--- config.mk ---
export PLATFORM = sky130hd
export DESIGN_NAME = wb_arbiter_flat
export DESIGN_NICKNAME = d
export VERILOG_FILES = /design/src/rtl/wb_arbiter_pkg.sv /design/src/rtl/wb_arbiter_if.sv /design/src/rtl/wb_div_slot.sv /design/src/rtl/wb_arbiter.sv /design/src/flat_wrapper.sv
export SDC_FILE = /design/constraint.sdc
export NUM_CORES = 1
export LEC_CHECK = 0
export ABC_AREA = 1
export CAP_MARGIN = 20
export CORE_UTILIZATION = 50
export CTS_CLUSTER_SIZE = 10
export DETAILED_ROUTE_END_ITERATION = 10
export DONT_BUFFER_PORTS = 1
export HOLD_SLACK_MARGIN = 0.15
export SLEW_MARGIN = 25
export SYNTH_ARGS = -nofsm -noshare
export SYNTH_HDL_FRONTEND = slang
export SYNTH_SLANG_ARGS = --single-unit
export TNS_END_PERCENT = 20
--- constraint.sdc ---
create_clock -name clk -period 2.2 [get_ports clk]
set_clock_uncertainty 0.05 [all_clocks]
set_input_delay 0 -clock clk [delete_from_list [all_inputs] [get_ports clk]]
set_output_delay 0 -clock clk [all_outputs]
set_load 0.1 [all_outputs]
--- src/rtl/wb_arbiter_pkg.sv ---
// Shared write-back definitions: result bus struct, source select enum, defaults.
// Latency: n/a (types and constants only).
// Backpressure: n/a.
package wb_arbiter_pkg;

  localparam int WB_REG_WIDTH    = 5;
  localparam int WB_DATA_WIDTH   = 32;
  localparam int WB_STARVE_LIMIT = 4;

  // Register-file write port seen by issue.
  typedef struct packed {
    logic                     wr_en;
    logic [WB_REG_WIDTH-1:0]  rd;
    logic [WB_DATA_WIDTH-1:0] wr_data;
  } wb_ix_inf_t;

  // Which pipe owns the write-back port in a given cycle.
  typedef enum logic [2:0] {
    WB_SRC_NONE = 3'd0,
    WB_SRC_ALU  = 3'd1,
    WB_SRC_LSU  = 3'd2,
    WB_SRC_MUL  = 3'd3,
    WB_SRC_DIV  = 3'd4
  } wb_src_e;

endpackage

--- src/rtl/wb_arbiter_if.sv ---
// Bundle of all pipe result streams plus the merged write-back outputs.
// Latency: n/a (wiring only).
// Backpressure: only the DIV stream is back-pressured, through div_ready.
interface wb_arbiter_if #(
  parameter int REG_WIDTH  = wb_arbiter_pkg::WB_REG_WIDTH,
  parameter int DATA_WIDTH = wb_arbiter_pkg::WB_DATA_WIDTH
);
  import wb_arbiter_pkg::*;

  logic                  alu_valid;
  logic [REG_WIDTH-1:0]  alu_rd;
  logic [DATA_WIDTH-1:0] alu_data;
  logic                  lsu_valid;
  logic [REG_WIDTH-1:0]  lsu_rd;
  logic [DATA_WIDTH-1:0] lsu_data;
  logic                  mul_valid;
  logic [REG_WIDTH-1:0]  mul_rd;
  logic [DATA_WIDTH-1:0] mul_data;
  logic                  div_valid;
  logic                  div_ready;
  logic [REG_WIDTH-1:0]  div_rd;
  logic [DATA_WIDTH-1:0] div_data;
  logic                  div_kill;
  wb_ix_inf_t            wb_ix_inf;
  logic                  div_ix_done;
  logic                  wb_div_starve;
  logic                  wb_collision_err;
  wb_src_e               wb_src_dbg;

  // Pipes and issue side.
  modport master (
    output alu_valid, alu_rd, alu_data,
    output lsu_valid, lsu_rd, lsu_data,
    output mul_valid, mul_rd, mul_data,
    output div_valid, div_rd, div_data, div_kill,
    input  div_ready, wb_ix_inf, div_ix_done, wb_div_starve, wb_collision_err, wb_src_dbg
  );

  // Arbiter side.
  modport slave (
    input  alu_valid, alu_rd, alu_data,
    input  lsu_valid, lsu_rd, lsu_data,
    input  mul_valid, mul_rd, mul_data,
    input  div_valid, div_rd, div_data, div_kill,
    output div_ready, wb_ix_inf, div_ix_done, wb_div_starve, wb_collision_err, wb_src_dbg
  );

endinterface

--- src/rtl/wb_div_slot.sv ---
// One-entry DIV holding slot: bypass when the port is free, hold otherwise, starve/done flags.
// Latency: div_wr_o is combinational this cycle; done/starve are registered (1 cycle).
// Backpressure: div_ready_o low while an entry is held and the port is busy or being killed.
module wb_div_slot #(
  parameter int REG_WIDTH    = 5,
  parameter int DATA_WIDTH   = 32,
  parameter int STARVE_LIMIT = 4
) (
  input  logic                  clk,
  input  logic                  rst,
  input  logic                  div_valid_i,
  input  logic [REG_WIDTH-1:0]  div_rd_i,
  input  logic [DATA_WIDTH-1:0] div_data_i,
  input  logic                  div_kill_i,
  input  logic                  fixed_busy_i,
  output logic                  div_ready_o,
  output logic                  div_wr_o,
  output logic [REG_WIDTH-1:0]  div_wr_rd_o,
  output logic [DATA_WIDTH-1:0] div_wr_data_o,
  output logic                  div_done_o,
  output logic                  div_starve_o
);

  localparam logic ST_EMPTY = 1'b0;
  localparam logic ST_HELD  = 1'b1;

  // Counter only needs to reach STARVE_LIMIT-1; it saturates there.
  localparam int            CW      = (STARVE_LIMIT > 1) ? $clog2(STARVE_LIMIT) : 1;
  localparam logic [CW-1:0] CNT_MAX = CW'(STARVE_LIMIT - 1);

  logic                  state_q, state_d;
  logic [CW-1:0]         cnt_q, cnt_d;
  logic [REG_WIDTH-1:0]  rd_q, rd_d;
  logic [DATA_WIDTH-1:0] data_q, data_d;
  logic                  done_q, done_d;
  logic                  starve_q, starve_d;

  // A held entry frees its slot in the same cycle it commits, so a new DIV may be taken then.
  assign div_ready_o = (state_q == ST_EMPTY) | (~fixed_busy_i & ~div_kill_i);

  // Starve looks at the current hold age, so it drops one cycle after the slot empties.
  assign starve_d = (state_q == ST_HELD) && (cnt_q >= CNT_MAX);

  // Slot next-state: bypass, capture, commit, kill and age tracking.
  always_comb begin
    state_d       = state_q;
    cnt_d         = cnt_q;
    rd_d          = rd_q;
    data_d        = data_q;
    done_d        = 1'b0;
    div_wr_o      = 1'b0;
    div_wr_rd_o   = div_rd_i;
    div_wr_data_o = div_data_i;
    if (state_q == ST_EMPTY) begin
      if (div_valid_i) begin
        if (div_kill_i) begin
          done_d = 1'b1;
        end else if (!fixed_busy_i) begin
          div_wr_o = 1'b1;
          done_d   = 1'b1;
        end else begin
          state_d = ST_HELD;
          cnt_d   = '0;
          rd_d    = div_rd_i;
          data_d  = div_data_i;
        end
      end
    end else begin
      if (div_kill_i) begin
        state_d = ST_EMPTY;
        cnt_d   = '0;
        done_d  = 1'b1;
      end else if (!fixed_busy_i) begin
        div_wr_o      = 1'b1;
        div_wr_rd_o   = rd_q;
        div_wr_data_o = data_q;
        done_d        = 1'b1;
        state_d       = ST_EMPTY;
        // Port is taken by the held entry, so a simultaneous new DIV must wait in the slot.
        if (div_valid_i) begin
          state_d = ST_HELD;
          cnt_d   = '0;
          rd_d    = div_rd_i;
          data_d  = div_data_i;
        end
      end else if (cnt_q != CNT_MAX) begin
        cnt_d = cnt_q + 1'b1;
      end
    end
  end

  // Slot registers; reset drops any held entry without signalling done.
  always_ff @(posedge clk or negedge rst) begin
    if (!rst) begin
      state_q  <= ST_EMPTY;
      cnt_q    <= '0;
      rd_q     <= '0;
      data_q   <= '0;
      done_q   <= 1'b0;
      starve_q <= 1'b0;
    end else begin
      state_q  <= state_d;
      cnt_q    <= cnt_d;
      rd_q     <= rd_d;
      data_q   <= data_d;
      done_q   <= done_d;
      starve_q <= starve_d;
    end
  end

  assign div_done_o   = done_q;
  assign div_starve_o = starve_q;

endmodule

--- src/rtl/wb_arbiter.sv ---
// Merges ALU/LSU/MUL/DIV results onto the single register-file write-back port.
// Latency: 1 cycle from source valid to wb_ix_inf.wr_en; all outputs except div_ready registered.
// Backpressure: fixed pipes never stall; DIV waits in a one-entry slot and raises starve.
module wb_arbiter
  import wb_arbiter_pkg::*;
#(
  parameter int REG_WIDTH    = WB_REG_WIDTH,
  parameter int DATA_WIDTH   = WB_DATA_WIDTH,
  parameter int STARVE_LIMIT = WB_STARVE_LIMIT
) (
  input  logic       clk,
  input  logic       rst,
  wb_arbiter_if.slave bus
);

  logic                  fixed_busy;
  logic                  collision;
  logic                  div_wr;
  logic [REG_WIDTH-1:0]  div_wr_rd;
  logic [DATA_WIDTH-1:0] div_wr_data;
  wb_src_e               sel_src;
  logic [REG_WIDTH-1:0]  sel_rd;
  logic [DATA_WIDTH-1:0] sel_data;
  wb_ix_inf_t            wb_d, wb_q;
  logic                  err_q;
  wb_src_e               src_q;

  assign fixed_busy = bus.alu_valid | bus.lsu_valid | bus.mul_valid;
  assign collision  = (bus.alu_valid & bus.lsu_valid) |
                      (bus.alu_valid & bus.mul_valid) |
                      (bus.lsu_valid & bus.mul_valid);

  wb_div_slot #(
    .REG_WIDTH    (REG_WIDTH),
    .DATA_WIDTH   (DATA_WIDTH),
    .STARVE_LIMIT (STARVE_LIMIT)
  ) u_div_slot (
    .clk           (clk),
    .rst           (rst),
    .div_valid_i   (bus.div_valid),
    .div_rd_i      (bus.div_rd),
    .div_data_i    (bus.div_data),
    .div_kill_i    (bus.div_kill),
    .fixed_busy_i  (fixed_busy),
    .div_ready_o   (bus.div_ready),
    .div_wr_o      (div_wr),
    .div_wr_rd_o   (div_wr_rd),
    .div_wr_data_o (div_wr_data),
    .div_done_o    (bus.div_ix_done),
    .div_starve_o  (bus.wb_div_starve)
  );

  // Source select: MUL over LSU over ALU, DIV only when no fixed pipe is writing.
  always_comb begin
    sel_src  = WB_SRC_NONE;
    sel_rd   = div_wr_rd;
    sel_data = div_wr_data;
    if (bus.mul_valid) begin
      sel_src  = WB_SRC_MUL;
      sel_rd   = bus.mul_rd;
      sel_data = bus.mul_data;
    end else if (bus.lsu_valid) begin
      sel_src  = WB_SRC_LSU;
      sel_rd   = bus.lsu_rd;
      sel_data = bus.lsu_data;
    end else if (bus.alu_valid) begin
      sel_src  = WB_SRC_ALU;
      sel_rd   = bus.alu_rd;
      sel_data = bus.alu_data;
    end else if (div_wr) begin
      sel_src = WB_SRC_DIV;
    end
  end

  // Write-back payload; x0 is never written, and idle cycles present an all-zero bus.
  always_comb begin
    wb_d = '0;
    if ((sel_src != WB_SRC_NONE) && (sel_rd != '0)) begin
      wb_d.wr_en   = 1'b1;
      wb_d.rd      = sel_rd;
      wb_d.wr_data = sel_data;
    end
  end

  // Output registers; the collision flag is sticky until reset.
  always_ff @(posedge clk or negedge rst) begin
    if (!rst) begin
      wb_q  <= '0;
      err_q <= 1'b0;
      src_q <= WB_SRC_NONE;
    end else begin
      wb_q  <= wb_d;
      err_q <= err_q | collision;
      src_q <= sel_src;
    end
  end

  assign bus.wb_ix_inf        = wb_q;
  assign bus.wb_collision_err = err_q;
  assign bus.wb_src_dbg       = src_q;

endmodule

--- src/flat_wrapper.sv ---
// flat-port wrapper written by rule: the top's interface ports become plain ports
module wb_arbiter_flat import wb_arbiter_pkg::*;
#(
  parameter int REG_WIDTH    = WB_REG_WIDTH,
  parameter int DATA_WIDTH   = WB_DATA_WIDTH,
  parameter int STARVE_LIMIT = WB_STARVE_LIMIT
)
  (clk, rst, bus_alu_valid, bus_alu_rd, bus_alu_data, bus_lsu_valid, bus_lsu_rd, bus_lsu_data, bus_mul_valid, bus_mul_rd, bus_mul_data, bus_div_valid, bus_div_rd, bus_div_data, bus_div_kill, bus_div_ready, bus_wb_ix_inf, bus_div_ix_done, bus_wb_div_starve, bus_wb_collision_err, bus_wb_src_dbg);
  wb_arbiter_if #(.REG_WIDTH(REG_WIDTH), .DATA_WIDTH(DATA_WIDTH)) bus_i ();
  input  logic clk;
  input  logic rst;
  input wire logic [$bits(bus_i.alu_valid)-1:0] bus_alu_valid;
  input wire logic [$bits(bus_i.alu_rd)-1:0] bus_alu_rd;
  input wire logic [$bits(bus_i.alu_data)-1:0] bus_alu_data;
  input wire logic [$bits(bus_i.lsu_valid)-1:0] bus_lsu_valid;
  input wire logic [$bits(bus_i.lsu_rd)-1:0] bus_lsu_rd;
  input wire logic [$bits(bus_i.lsu_data)-1:0] bus_lsu_data;
  input wire logic [$bits(bus_i.mul_valid)-1:0] bus_mul_valid;
  input wire logic [$bits(bus_i.mul_rd)-1:0] bus_mul_rd;
  input wire logic [$bits(bus_i.mul_data)-1:0] bus_mul_data;
  input wire logic [$bits(bus_i.div_valid)-1:0] bus_div_valid;
  input wire logic [$bits(bus_i.div_rd)-1:0] bus_div_rd;
  input wire logic [$bits(bus_i.div_data)-1:0] bus_div_data;
  input wire logic [$bits(bus_i.div_kill)-1:0] bus_div_kill;
  output wire logic [$bits(bus_i.div_ready)-1:0] bus_div_ready;
  output wire logic [$bits(bus_i.wb_ix_inf)-1:0] bus_wb_ix_inf;
  output wire logic [$bits(bus_i.div_ix_done)-1:0] bus_div_ix_done;
  output wire logic [$bits(bus_i.wb_div_starve)-1:0] bus_wb_div_starve;
  output wire logic [$bits(bus_i.wb_collision_err)-1:0] bus_wb_collision_err;
  output wire logic [$bits(bus_i.wb_src_dbg)-1:0] bus_wb_src_dbg;
  assign bus_i.alu_valid = bus_alu_valid;
  assign bus_i.alu_rd = bus_alu_rd;
  assign bus_i.alu_data = bus_alu_data;
  assign bus_i.lsu_valid = bus_lsu_valid;
  assign bus_i.lsu_rd = bus_lsu_rd;
  assign bus_i.lsu_data = bus_lsu_data;
  assign bus_i.mul_valid = bus_mul_valid;
  assign bus_i.mul_rd = bus_mul_rd;
  assign bus_i.mul_data = bus_mul_data;
  assign bus_i.div_valid = bus_div_valid;
  assign bus_i.div_rd = bus_div_rd;
  assign bus_i.div_data = bus_div_data;
  assign bus_i.div_kill = bus_div_kill;
  assign bus_div_ready = bus_i.div_ready;
  assign bus_wb_ix_inf = bus_i.wb_ix_inf;
  assign bus_div_ix_done = bus_i.div_ix_done;
  assign bus_wb_div_starve = bus_i.wb_div_starve;
  assign bus_wb_collision_err = bus_i.wb_collision_err;
  assign bus_wb_src_dbg = bus_i.wb_src_dbg;
  wb_arbiter #(.REG_WIDTH(REG_WIDTH), .DATA_WIDTH(DATA_WIDTH), .STARVE_LIMIT(STARVE_LIMIT)) u_core (.clk(clk), .rst(rst), .bus(bus_i));
endmodule
==> results.sh, run 1 <==
export IMPL_postSynthNetCount=681
export IMPL_numCtsBuffers=9
export IMPL_synth_area_leaders="dfrtp_1 49%, nand2_1 12%, o211ai_1 9.2%, o21ai_0 5.5%, o22ai_1 4.7%"
export IMPL_io_pins=200
export IMPL_hpwl_mm=7.00
export IMPL_status="stopped before the end"
export IMPL_synth_top_family_by_area="compound AO/OA/AOI/OAI gates"
export IMPL_synth_compound_area_share=0.211
export IMPL_error_line="[ERROR RSZ-0060] Max buffer count reached."
export IMPL_yosysTopAreaCellShare=0.489
export IMPL_die_width_microns=94.8
export IMPL_cts_root_buffer="clkbuf_8"
export IMPL_synth_main_ff_cell="dfrtp_1"
export IMPL_start_util=0.521
export IMPL_synth_cell_types=28
export IMPL_htree_num_levels=3
export IMPL_cts_max_path_buffers=2
export IMPL_die_h_microns=94.8
export IMPL_ys_ff_latch=84
export IMPL_place_congestion=0.802
export IMPL_synthCells=525
export IMPL_syn_area_sq_um=4300
export IMPL_synth_area_mux_share=0.0140
export IMPL_haltStage="4_1_cts"
export IMPL_cts_sinks=84
export IMPL_post_cts_setup_buffers=0
export IMPL_row_count=33
export IMPL_synth_adder_area_share=0.00291
export IMPL_async_flop_share=1.00
export IMPL_synthSimpleGateAreaFrac=0.198
export IMPL_postCtsHoldBufs=125
export IMPL_yosysSeqAreaShare=0.489
export IMPL_post_cts_resized=0
export IMPL_syn_avg_cell_area_sq_um=8.19
export IMPL_synth_xor_area_share=0
export IMPL_yosys_warnings=0
export IMPL_yosysTopAreaCell="dfrtp_1"
export IMPL_io_buffers=0
export IMPL_synth_edf_count=0
## kinds of logic after synthesis
family / Yosys count
simple gates: 209
compound gates: 143
mux: 4
flops: 84
buf+inv: 84
fa+ha+maj: 1
## stage by stage
stage	hold slack, ns	std cells	cell area (sq um)	setup WS [ns]
floorplan	-0.346	525	4300	0.399
global placement	-0.344	606	4340	0.311
detailed placement	-0.344	606	4340	0.190
## synth_stat cells, drive strengths merged (2+ instances only)
master	n
o211ai	53
a21oi	6
inv	49
mux2	4
buf	21
nand2	139
a22oi	2
nand3	7
dfrtp	84
o21ai	47
nand4	4
o22ai	32
or2	2
nor2	56
clkbuf	14
a22o	2
==> inputs of run 2 (changes only) <==
- CORE_UTILIZATION: 50 -> 35
- CTS_CLUSTER_SIZE: 10 -> unset
- HOLD_SLACK_MARGIN: 0.15 -> unset
- PLACE_DENSITY_LB_ADDON: unset -> 0.15
==> run 2 against run 1 <==
Net effect: the run now ends clean; area after synthesis is the same; synthesized cell count is the same.
==> results.sh, run 2 <==
export IMPL_fmax_mhz=484
export IMPL_endpoint_kind="flip-flop"
export IMPL_synth_edf_count=0
export IMPL_critical_path_arrival_ns=2.23
export IMPL_die_h_microns=113
export IMPL_p_sw_frac=0.369
export IMPL_p_leak_uw=0.00268
export IMPL_yosysTopAreaCell="dfrtp_1"
export IMPL_synth_main_ff_cell="dfrtp_1"
export IMPL_vias=4101
export IMPL_cp_start_kind="flip-flop"
export IMPL_cp_common_cell="dlygate4sd3_1"
export IMPL_grt_pass1_wl_mm=20.1
export IMPL_multi_input_area_sq_um=1830
export IMPL_syn_area_sq_um=4300
export IMPL_antenna_found_initial=0
export IMPL_ir_drop_uv=370
export IMPL_yosysTopAreaCellShare=0.489
export IMPL_maxCapViolCount=0
export IMPL_finalCritPeriodShare=0.939
export IMPL_cts_root_buffer="clkbuf_16"
export IMPL_grt_max_degree=85
export IMPL_die_width_microns=113
export IMPL_fin_cells=797
export IMPL_via_per_inst=5.15
export IMPL_seqCellArea_sq_um=2100
export IMPL_power_frac_comb=0.169
export IMPL_syn_to_final_growth_pct=40.7
export IMPL_utilization=0.504
export IMPL_reg2reg_slack_ns=0.14
export IMPL_drt_pass1_iter_count=6
export IMPL_drive_above_1_share=0.0677
export IMPL_power_density_nw_per_um2=793
export IMPL_cts_max_path_buffers=2
export IMPL_overflow=0
export IMPL_path_clk_slew_ns=0.06
export IMPL_async_flop_share=1.00
export IMPL_critical_path_buf_inv_count=3
export IMPL_antenna_diode_count=0
export IMPL_yosysMostFrequentCell="nand2_1"
export IMPL_place_congestion=0.798
export IMPL_critPathMaxFanout=2
export IMPL_nets=801
export IMPL_numCtsBuffers=9
export IMPL_drc=0
export IMPL_largest_reg_flops=38
export IMPL_tns_ns=0
export IMPL_period_minus_slack_ns=2.06
export IMPL_worstSkewPairLatency_ns=0.33
export IMPL_dp_cells=649
export IMPL_syn_avg_cell_area_sq_um=8.19
export IMPL_yosysSeqAreaShare=0.489
export IMPL_cp_cell_sequence="buf_4 > a21oi_1 > dlygate4sd3_1 > o21ai_0 > dlygate4sd3_1"
export IMPL_ys_ff_latch=84
export IMPL_hpwl_mm=7.61
export IMPL_synth_area_leaders="dfrtp_1 49%, nand2_1 12%, o211ai_1 9.2%, o21ai_0 5.5%, o22ai_1 4.7%"
export IMPL_worst_slew_margin_rel=0.380
export IMPL_p_seq_frac=0.531
export IMPL_synthCells=525
export IMPL_setup_viol=0
export IMPL_htree_num_levels=3
export IMPL_final_cell_mix="137 x nand2_1, 130 x dlygate4sd3_1, 84 x dfrtp_1"
export IMPL_hold_path_class="input port to flip-flop"
export IMPL_first_iter_violations=203
export IMPL_grt_usage=0.201
export IMPL_worst_pin_slew_ns=0.931
export IMPL_rsz0062_at_grt="false"
export IMPL_synth_cell_types=28
export IMPL_wire_per_inst_microns=15.5
export IMPL_status="complete, no violations"
export IMPL_ant_nets=0
export IMPL_row_count=40
export IMPL_io_buffers=0
export IMPL_fillers=1133
export IMPL_die_area_sq_um=12700
export IMPL_cp_top_family="buffers and inverters"
export IMPL_slowest_stage="dlygate4sd3_1"
export IMPL_wl_mm=12.4
export IMPL_switching_power_uw=1770
export IMPL_mostFrequentLayoutCell="nand2_1"
export IMPL_hold_viol_final=0
export IMPL_cts_sinks=84
export IMPL_synth_common_cells="137 x nand2_1, 84 x dfrtp_1, 53 x nor2_1, 53 x o211ai_1, 47 x o21ai_0"
export IMPL_drv_slew=0
export IMPL_postSynthNetCount=681
export IMPL_p_clk_frac=0.300
export IMPL_cts_tree="yes"
export IMPL_p_int_uw=3030
export IMPL_grt_pass1_vias=4099
export IMPL_yosys_warnings=0
export IMPL_required_ns=2.37
export IMPL_worstSetupPathType="flip-flop to flip-flop"
export IMPL_slowest_delay_ns=0.57
export IMPL_core_area_sq_um=12000
export IMPL_start_util=0.358
export IMPL_io_pins=200
[run 2: tightest hold or removal path, stage by stage]
cell and delay, ns:
nor2_1 0.10, nor2_1 0.05, nand2_1 0.06, nand2_1 0.06
inv_1 0.05, nor2_1 0.04
[run 2: timing repair]
| action | CTS | global route |
|---|---|---|
| endpoints found under the hold margin | 163 | 0 |
| setup endpoints to repair | 0 | 66 |
| buffers inserted | 0 | 1 |
| resized for setup | 0 | 8 |
| hold buffers | 131 | 0 |
[run 2: worst paths after layout]
kind / from / end / depth (start not counted)
worst max-delay path: u_core.bus.wb_collision_err / u_core.bus.wb_collision_err / 5
worst min-delay path: bus_alu_rd[3] / u_core.bus.wb_ix_inf[35] / 6
worst max register to register: u_core.bus.wb_collision_err / u_core.bus.wb_collision_err / 5
worst min register to register: u_core.u_div_slot.data_q[13] / u_core.u_div_slot.data_q[13] / 2
max in group asynchronous: rst / u_core.bus.wb_collision_err / 2
min in group asynchronous: rst / u_core.bus.wb_ix_inf[35] / 2
[run 2: kinds of logic after synthesis]
family | after synthesis | share of synthesized area
AND/OR/NAND/NOR | 209 | 0.198
adder cells (fa/ha/maj) | 1 | 0.00291
buffers and inverters | 84 | 0.0855
AO/OA/AOI/OAI | 143 | 0.211
multiplexers | 4 | 0.0140
flip-flops | 84 | 0.489
[run 2: layout make-up]
| class | count | share of cell area |
|---|---|---|
| clock buffers | 15 | 0.0459 |
| well taps | 147 | 0.0304 |
| clock inverters | 1 | 0.000827 |
| flip-flops and latches | 84 | 0.347 |
| multi-input cells | 357 | 0.303 |
| inverters | 49 | 0.0304 |
| repair buffers | 144 | 0.242 |
[run 2: power by group through the flow]
stage / Clock [uW] / Sequential [uW] / Combinational [uW]
after global routing: 1560 / 2570 / 917
after detailed placement: 0 / 2570 / 535
after floorplan: 0 / 2540 / 446
after global placement: 0 / 2570 / 518
final: 1440 / 2550 / 812
after CTS: 1490 / 2550 / 798
[run 2: stage by stage]
stage	cell area, sq um	worst slack [ns]	power [uW]	hold slack, ns
floorplan	4300	0.399	2990	-0.346
global placement	4390	0.370	3090	-0.343
detailed placement	4390	0.291	3110	-0.343
CTS	6000	0.0275	4840	0.00214
global route	6050	0.0248	5050	0.0342
finish	6050	0.135	4800	0.0164
[run 2: metal layers]
layer	vias up	track usage	part of all wire
met1	1921	0.250	0.44
met4	0	0.0798	0.019
met5	-	0	0
met2	155	0.344	0.48
met3	20	0.0412	0.059
li1	2005	-	-
(Power assumes the default switching activity.)
